**config.mk**
```make
export PLATFORM = sky130hd
export DESIGN_NAME = digipot_ctrl
export DESIGN_NICKNAME = d
export VERILOG_FILES = /design/src/rtl/digipot_ctrl.sv
export SDC_FILE = /design/constraint.sdc
export NUM_CORES = 1
export LEC_CHECK = 0
export CAP_MARGIN = 20
export CORE_ASPECT_RATIO = 1.1
export CORE_MARGIN = 2
export CORE_UTILIZATION = 54
export CTS_CLUSTER_DIAMETER = 200
export DETAILED_ROUTE_END_ITERATION = 7
export PLACE_DENSITY = 0.82
export SKIP_CTS_REPAIR_TIMING = 1
export SLEW_MARGIN = 20
export SYNTH_ARGS = -nofsm -noshare
export SYNTH_HDL_FRONTEND = slang
export SYNTH_SLANG_ARGS = --single-unit
export TNS_END_PERCENT = 30
```
**constraint.sdc**
```tcl
create_clock -name clk -period 2.8 [get_ports clk]
set_input_delay 0.56 -clock clk [delete_from_list [all_inputs] [get_ports clk]]
set_output_delay 0.56 -clock clk [all_outputs]
set_load 0.01 [all_outputs]
```
**src/rtl/digipot_ctrl.sv**
```systemverilog
// digipot_ctrl: SPI mode-0 write controller for up to three digital potentiometers.
// The pots share one SDI/SCLK bus and each has its own active-low chip select.
// A rising edge on ctrl latches dato and mux, then shifts the frame out MSB first.
// Optional build macro DIGIPOT_CMD_EN adds the command byte 0x11 ahead of dato,
// which gives a 16-bit frame. The default build sends the 8-bit dato frame alone.
module digipot_ctrl #(
    parameter int unsigned CLK_DIV = 1,
    parameter int unsigned DATA_W  = 8
) (
    input  logic              clk,
    input  logic              rst,
    input  logic [1:0]        mux,
    input  logic              ctrl,
    input  logic [DATA_W-1:0] dato,
    output logic              cs1,
    output logic              cs2,
    output logic              cs3,
    output logic              sdi,
    output logic              clk_out,
    output logic              busy
);

`ifdef DIGIPOT_CMD_EN
    localparam int unsigned FRAME_W = DATA_W + 8;
`else
    localparam int unsigned FRAME_W = DATA_W;
`endif
    localparam int unsigned CNT_W = $clog2(CLK_DIV + 1);
    localparam int unsigned BIT_W = $clog2(FRAME_W);

    localparam logic [1:0] IDLE  = 2'd0;
    localparam logic [1:0] SETUP = 2'd1;
    localparam logic [1:0] SHIFT = 2'd2;
    localparam logic [1:0] HOLD  = 2'd3;

    logic [1:0]         state, state_n;
    logic [CNT_W-1:0]   cnt, cnt_n;
    logic [BIT_W-1:0]   bit_cnt, bit_n;
    logic [FRAME_W-1:0] shreg, sh_n;
    logic [2:0]         cs_q, cs_n;
    logic               sdi_n, clk_n, busy_n;
    logic               ctrl_q;
    logic               start;
    logic               cnt_done;
    logic [FRAME_W-1:0] load;
    logic [2:0]         cs_sel;

    assign start    = ctrl & ~ctrl_q;
    assign cnt_done = (cnt == CNT_W'(CLK_DIV - 1));
`ifdef DIGIPOT_CMD_EN
    assign load = {8'h11, dato};
`else
    assign load = dato;
`endif

    // Decode the target select into the active-low chip-select pattern; 3 broadcasts to all pots
    always_comb begin
        cs_sel = 3'b111;
        case (mux)
            2'd0:    cs_sel = 3'b110;
            2'd1:    cs_sel = 3'b101;
            2'd2:    cs_sel = 3'b011;
            default: cs_sel = 3'b000;
        endcase
    end

    // Next-state and next-output logic for the frame sequencer
    always_comb begin
        state_n = state;
        cnt_n   = cnt;
        bit_n   = bit_cnt;
        sh_n    = shreg;
        cs_n    = cs_q;
        sdi_n   = sdi;
        clk_n   = clk_out;
        busy_n  = busy;
        case (state)
            IDLE: begin
                cs_n   = 3'b111;
                sdi_n  = 1'b0;
                clk_n  = 1'b0;
                busy_n = 1'b0;
                cnt_n  = '0;
                if (start) begin
                    sh_n    = load;
                    sdi_n   = load[FRAME_W-1];
                    busy_n  = 1'b1;
                    cs_n    = cs_sel;
                    state_n = SETUP;
                end
            end
            SETUP: begin
                if (cnt_done) begin
                    cnt_n   = '0;
                    clk_n   = 1'b1;
                    bit_n   = '0;
                    state_n = SHIFT;
                end else begin
                    cnt_n = cnt + CNT_W'(1);
                end
            end
            SHIFT: begin
                if (!cnt_done) begin
                    cnt_n = cnt + CNT_W'(1);
                end else begin
                    cnt_n = '0;
                    if (clk_out) begin
                        // The falling edge of clk_out moves sdi to the next bit
                        clk_n = 1'b0;
                        sh_n  = {shreg[FRAME_W-2:0], 1'b0};
                        sdi_n = shreg[FRAME_W-2];
                    end else if (bit_cnt == BIT_W'(FRAME_W - 1)) begin
                        state_n = HOLD;
                    end else begin
                        bit_n = bit_cnt + BIT_W'(1);
                        clk_n = 1'b1;
                    end
                end
            end
            HOLD: begin
                if (!cnt_done) begin
                    cnt_n = cnt + CNT_W'(1);
                end else begin
                    cnt_n   = '0;
                    cs_n    = 3'b111;
                    sdi_n   = 1'b0;
                    busy_n  = 1'b0;
                    state_n = IDLE;
                end
            end
            default: state_n = IDLE;
        endcase
    end

    // State and output registers; reset forces every pin to its idle level at once
    always_ff @(posedge clk or posedge rst) begin
        if (rst) begin
            state   <= IDLE;
            cnt     <= '0;
            bit_cnt <= '0;
            shreg   <= '0;
            cs_q    <= 3'b111;
            sdi     <= 1'b0;
            clk_out <= 1'b0;
            busy    <= 1'b0;
            ctrl_q  <= 1'b0;
        end else begin
            state   <= state_n;
            cnt     <= cnt_n;
            bit_cnt <= bit_n;
            shreg   <= sh_n;
            cs_q    <= cs_n;
            sdi     <= sdi_n;
            clk_out <= clk_n;
            busy    <= busy_n;
            ctrl_q  <= ctrl;
        end
    end

    assign cs1 = cs_q[0];
    assign cs2 = cs_q[1];
    assign cs3 = cs_q[2];

endmodule

```
==> metrics <==
Reg2Reg Depth=5; share of cells above drive strength 1=20.8%; simple-gate share of the synthesized area=9.34%; leak pwr=0.591 nW; worst path required time=2.99 ns; vias post-DR=690; first-pass GRT wire length=3100 um; critical path peak fanout=14; Layout Skew=0.00292 ns; Final Non-Filler Cells=124; Initial DRC Count=5; Initial Util=58.0%; Cells after DPL=120; Seq cells post-synth=19; Worst IR Drop VDD=0.544 mV; area grow syn2layout=21.4%; Hold Path End=busy; DRC=0; Synth cell types=26; Syn Area/Cell=12.3 sq um; min-delay src=busy; Worst Tran Pin Value=0.709 ns; Synth top area share=38.3%; Worst-path clk slew=0.10 ns; global route total overflow=0; Peak Freq=461 MHz; # diodes=0; CP Class=flop to flop; main combinational cell family by area after synthesis=multiplexers; Final setup viols=0; Clk pwr share=10.1%; Comb power frac=53.2%; DP Area=1240 sq um; die area=2300 sq um; ANT nets after route=0; cell taking the most area after synthesis=dfrtp_1; final net count=132; largest net degree at the start of global routing=20; post-synthesis sequential area ratio=45.9%; reg2reg start=state[0]; Sw Ratio=35.6%; Mapped Nets=110; H-Tree Depth=1; Hold Fails Final Rpt=0; final instance area=1270 sq um; Syn Inst Count=85; Rel. slew slack=52.7%; Flop pwr share=36.8%; post-route setup TNS=0 ns; number of port buffers=18; Crit. End Element=flop; vias in the first global route=715; area of the multi-input gates=531 sq um; Pint=0.000878 W; WP data arrival=2.36 ns; worst-path cell chain=inv_1 -> ha_1 -> nor2_1 -> a211oi_4 -> mux2_2; outcome=completed; Synth Area in Compound Gates=11.1%; hold depth=1; slowest cell delay on critical path=0.50 ns; HPWL Detailed=1330 um; Slowest cell on crit path=ha_1; Area contributors post-synth=dfrtp_1 (38%), ha_1 (14%), mux2_2 (14%); clk sink count=19; number of buffers created by CTS=3; Filler Cells Inserted=136; count of yosys warnings during synthesis=0; sw power=0.000485 W; DRT Wirelength=1760 um; cell row count=16; CTS tree=done; Core Box Area=1800 sq um; Max Cap Viol=0; Post-Synth Adder-Cell Area=14.4%; clock buffer depth=2; Bufs and invs on worst path=1; gpl congestion=0.740; r2r endpoint=shreg[4]; drt via density=5.56; delay-heaviest family, CP=adder cells; CTS root buf=clkbuf_4; Synth Cell Area=1040 sq um; crit start category=flop; gr usage total=18.6%; Reg area=479 sq um; RSZ-0062 raised after global routing=no; drt first pass iters=3; initial antenna violation count=0; Worst-Skew Late Latency=0.30 ns; Final Max Slew Viols=0; mux cell area share after synthesis=15.9%; R2R setup slack=0.63 ns; IO Pins=19; power per cell area=1070 nW/um^2; Synth Area in XOR/XNOR=0%; DR WL/cell=14.2 um; worst hold path class=flop to flop; final period utilization=77.4%; Die Height=50.1 um; Min Clock Period, post-route=2.17 ns; die width=45.9 um
==> logic make-up after synthesis <==
family                     count (synthesis)
DFF                                       19
and+or+nand+nor                           15
buffers and inverters                      9
muxes                                     15
AOI/OAI and AO/OA                         15
adders and majority gates                 12
==> through the flow <==
step	hold WS [ns]	total power, W	worst slack [ns]	util, %
final	0.491	0.00136	0.632	70.4
after global routing	0.513	0.00148	0.430	70.4
after CTS	0.497	0.00138	0.617	70.4
after detailed placement	0.472	0.00124	0.650	69.0
after global placement	0.452	0.00120	0.695	69.0
after floorplan	0.470	0.00103	1.12	-
==> cell usage after synthesis, drive strengths merged <==
cell and n:
a211oi 1, a21o 1, a21oi 5, a22o 2, a22oi 1, and2b 1
buf 1, dfrtp 16, dfstp 3, ha 12, inv 8, mux2 13
mux2i 2, nand2 2, nand2b 2, nor2 2, nor2b 4, nor3 1
nor3b 1, nor4 1, nor4b 1, o21ai 1, o21bai 2, o22a 1
o32a 1
==> power groups by stage <==
stage	Sequential, W	Combinational, W	Clock (W)
global placement	0.000500	0.000701	0
global route	0.000520	0.000806	0.000158
detailed placement	0.000509	0.000728	0
floorplan	0.000506	0.000529	0
CTS	0.000503	0.000733	0.000143
finish	0.000501	0.000725	0.000137
==> layer usage <==
layer | global-route usage, % | wire length, um | up-vias | part of all wire, %
met2 | 31.5 | 902 | 12 | 51
li1 | - | - | 338 | -
met1 | 21.8 | 756 | 335 | 43
met5 | 0 | 0 | - | 0
met3 | 3.60 | 60 | 5 | 3.4
met4 | 8.57 | 44 | 0 | 2.5
==> layout by cell type, fill, tap and decap left out <==
cell / synthesis / layout
inv_1: 8 / 8
dfrtp_1: 16 / 16
a22o_1: 2 / 2
nor2b_1: 4 / 4
o22a_1: 1 / 1
nand2_1: 2 / 2
a22oi_1: 1 / 1
o21bai_1: 2 / 2
nor2_1: 2 / 2
clkdlybuf4s50_1: 0 / 18
mux2_2: 13 / 13
nand2b_4: 1 / 1
a21oi_1: 5 / 5
nor3_1: 1 / 1
a21o_1: 1 / 1
o21ai_0: 1 / 1
and2b_4: 1 / 1
dfstp_2: 3 / 3
mux2i_1: 2 / 2
clkbuf_4: 0 / 3
o32a_1: 1 / 1
nand2b_1: 1 / 1
nor4_1: 1 / 1
nor4b_1: 1 / 1
nor3b_1: 1 / 1
a211oi_4: 1 / 1
ha_1: 12 / 12
clkbuf_1: 0 / 1
==> flip-flops by register name, summed over array words and instances (netlist names) <==
name / count
busy: 1
shreg: 7
ctrl_q: 1
clk_out: 1
bit_cnt: 3
state: 2
sdi: 1
cs_q: 3
==> final cells by class <==
cell class              count  share of cell area (%)
clock buffers               4                    2.07
inverters                   8                    2.37
multi-input cells          57                    41.8
flip-flops and latches     19                    37.8
well taps                  18                    1.78
repair buffers             18                    14.2
==> how the worst max path moves through the flow <==
| stage | start | to | depth (start not counted) |
|---|---|---|---|
| final | state[0] | shreg[4] | 5 |
| after global routing | state[0] | shreg[0] | 5 |
| after floorplan | state[0] | shreg[0] | 5 |
| after global placement | state[0] | shreg[0] | 5 |
| after detailed placement | state[0] | shreg[4] | 5 |
| after CTS | state[0] | shreg[4] | 5 |
==> worst reg2reg max path, stage by stage, from the launching register on <==
cell and delay [ns]:
dfrtp_1 0.46, inv_1 0.11, ha_1 0.50, nor2_1 0.16
a211oi_4 0.44, mux2_2 0.39
Note: power is estimated with default switching activity, not from simulation.
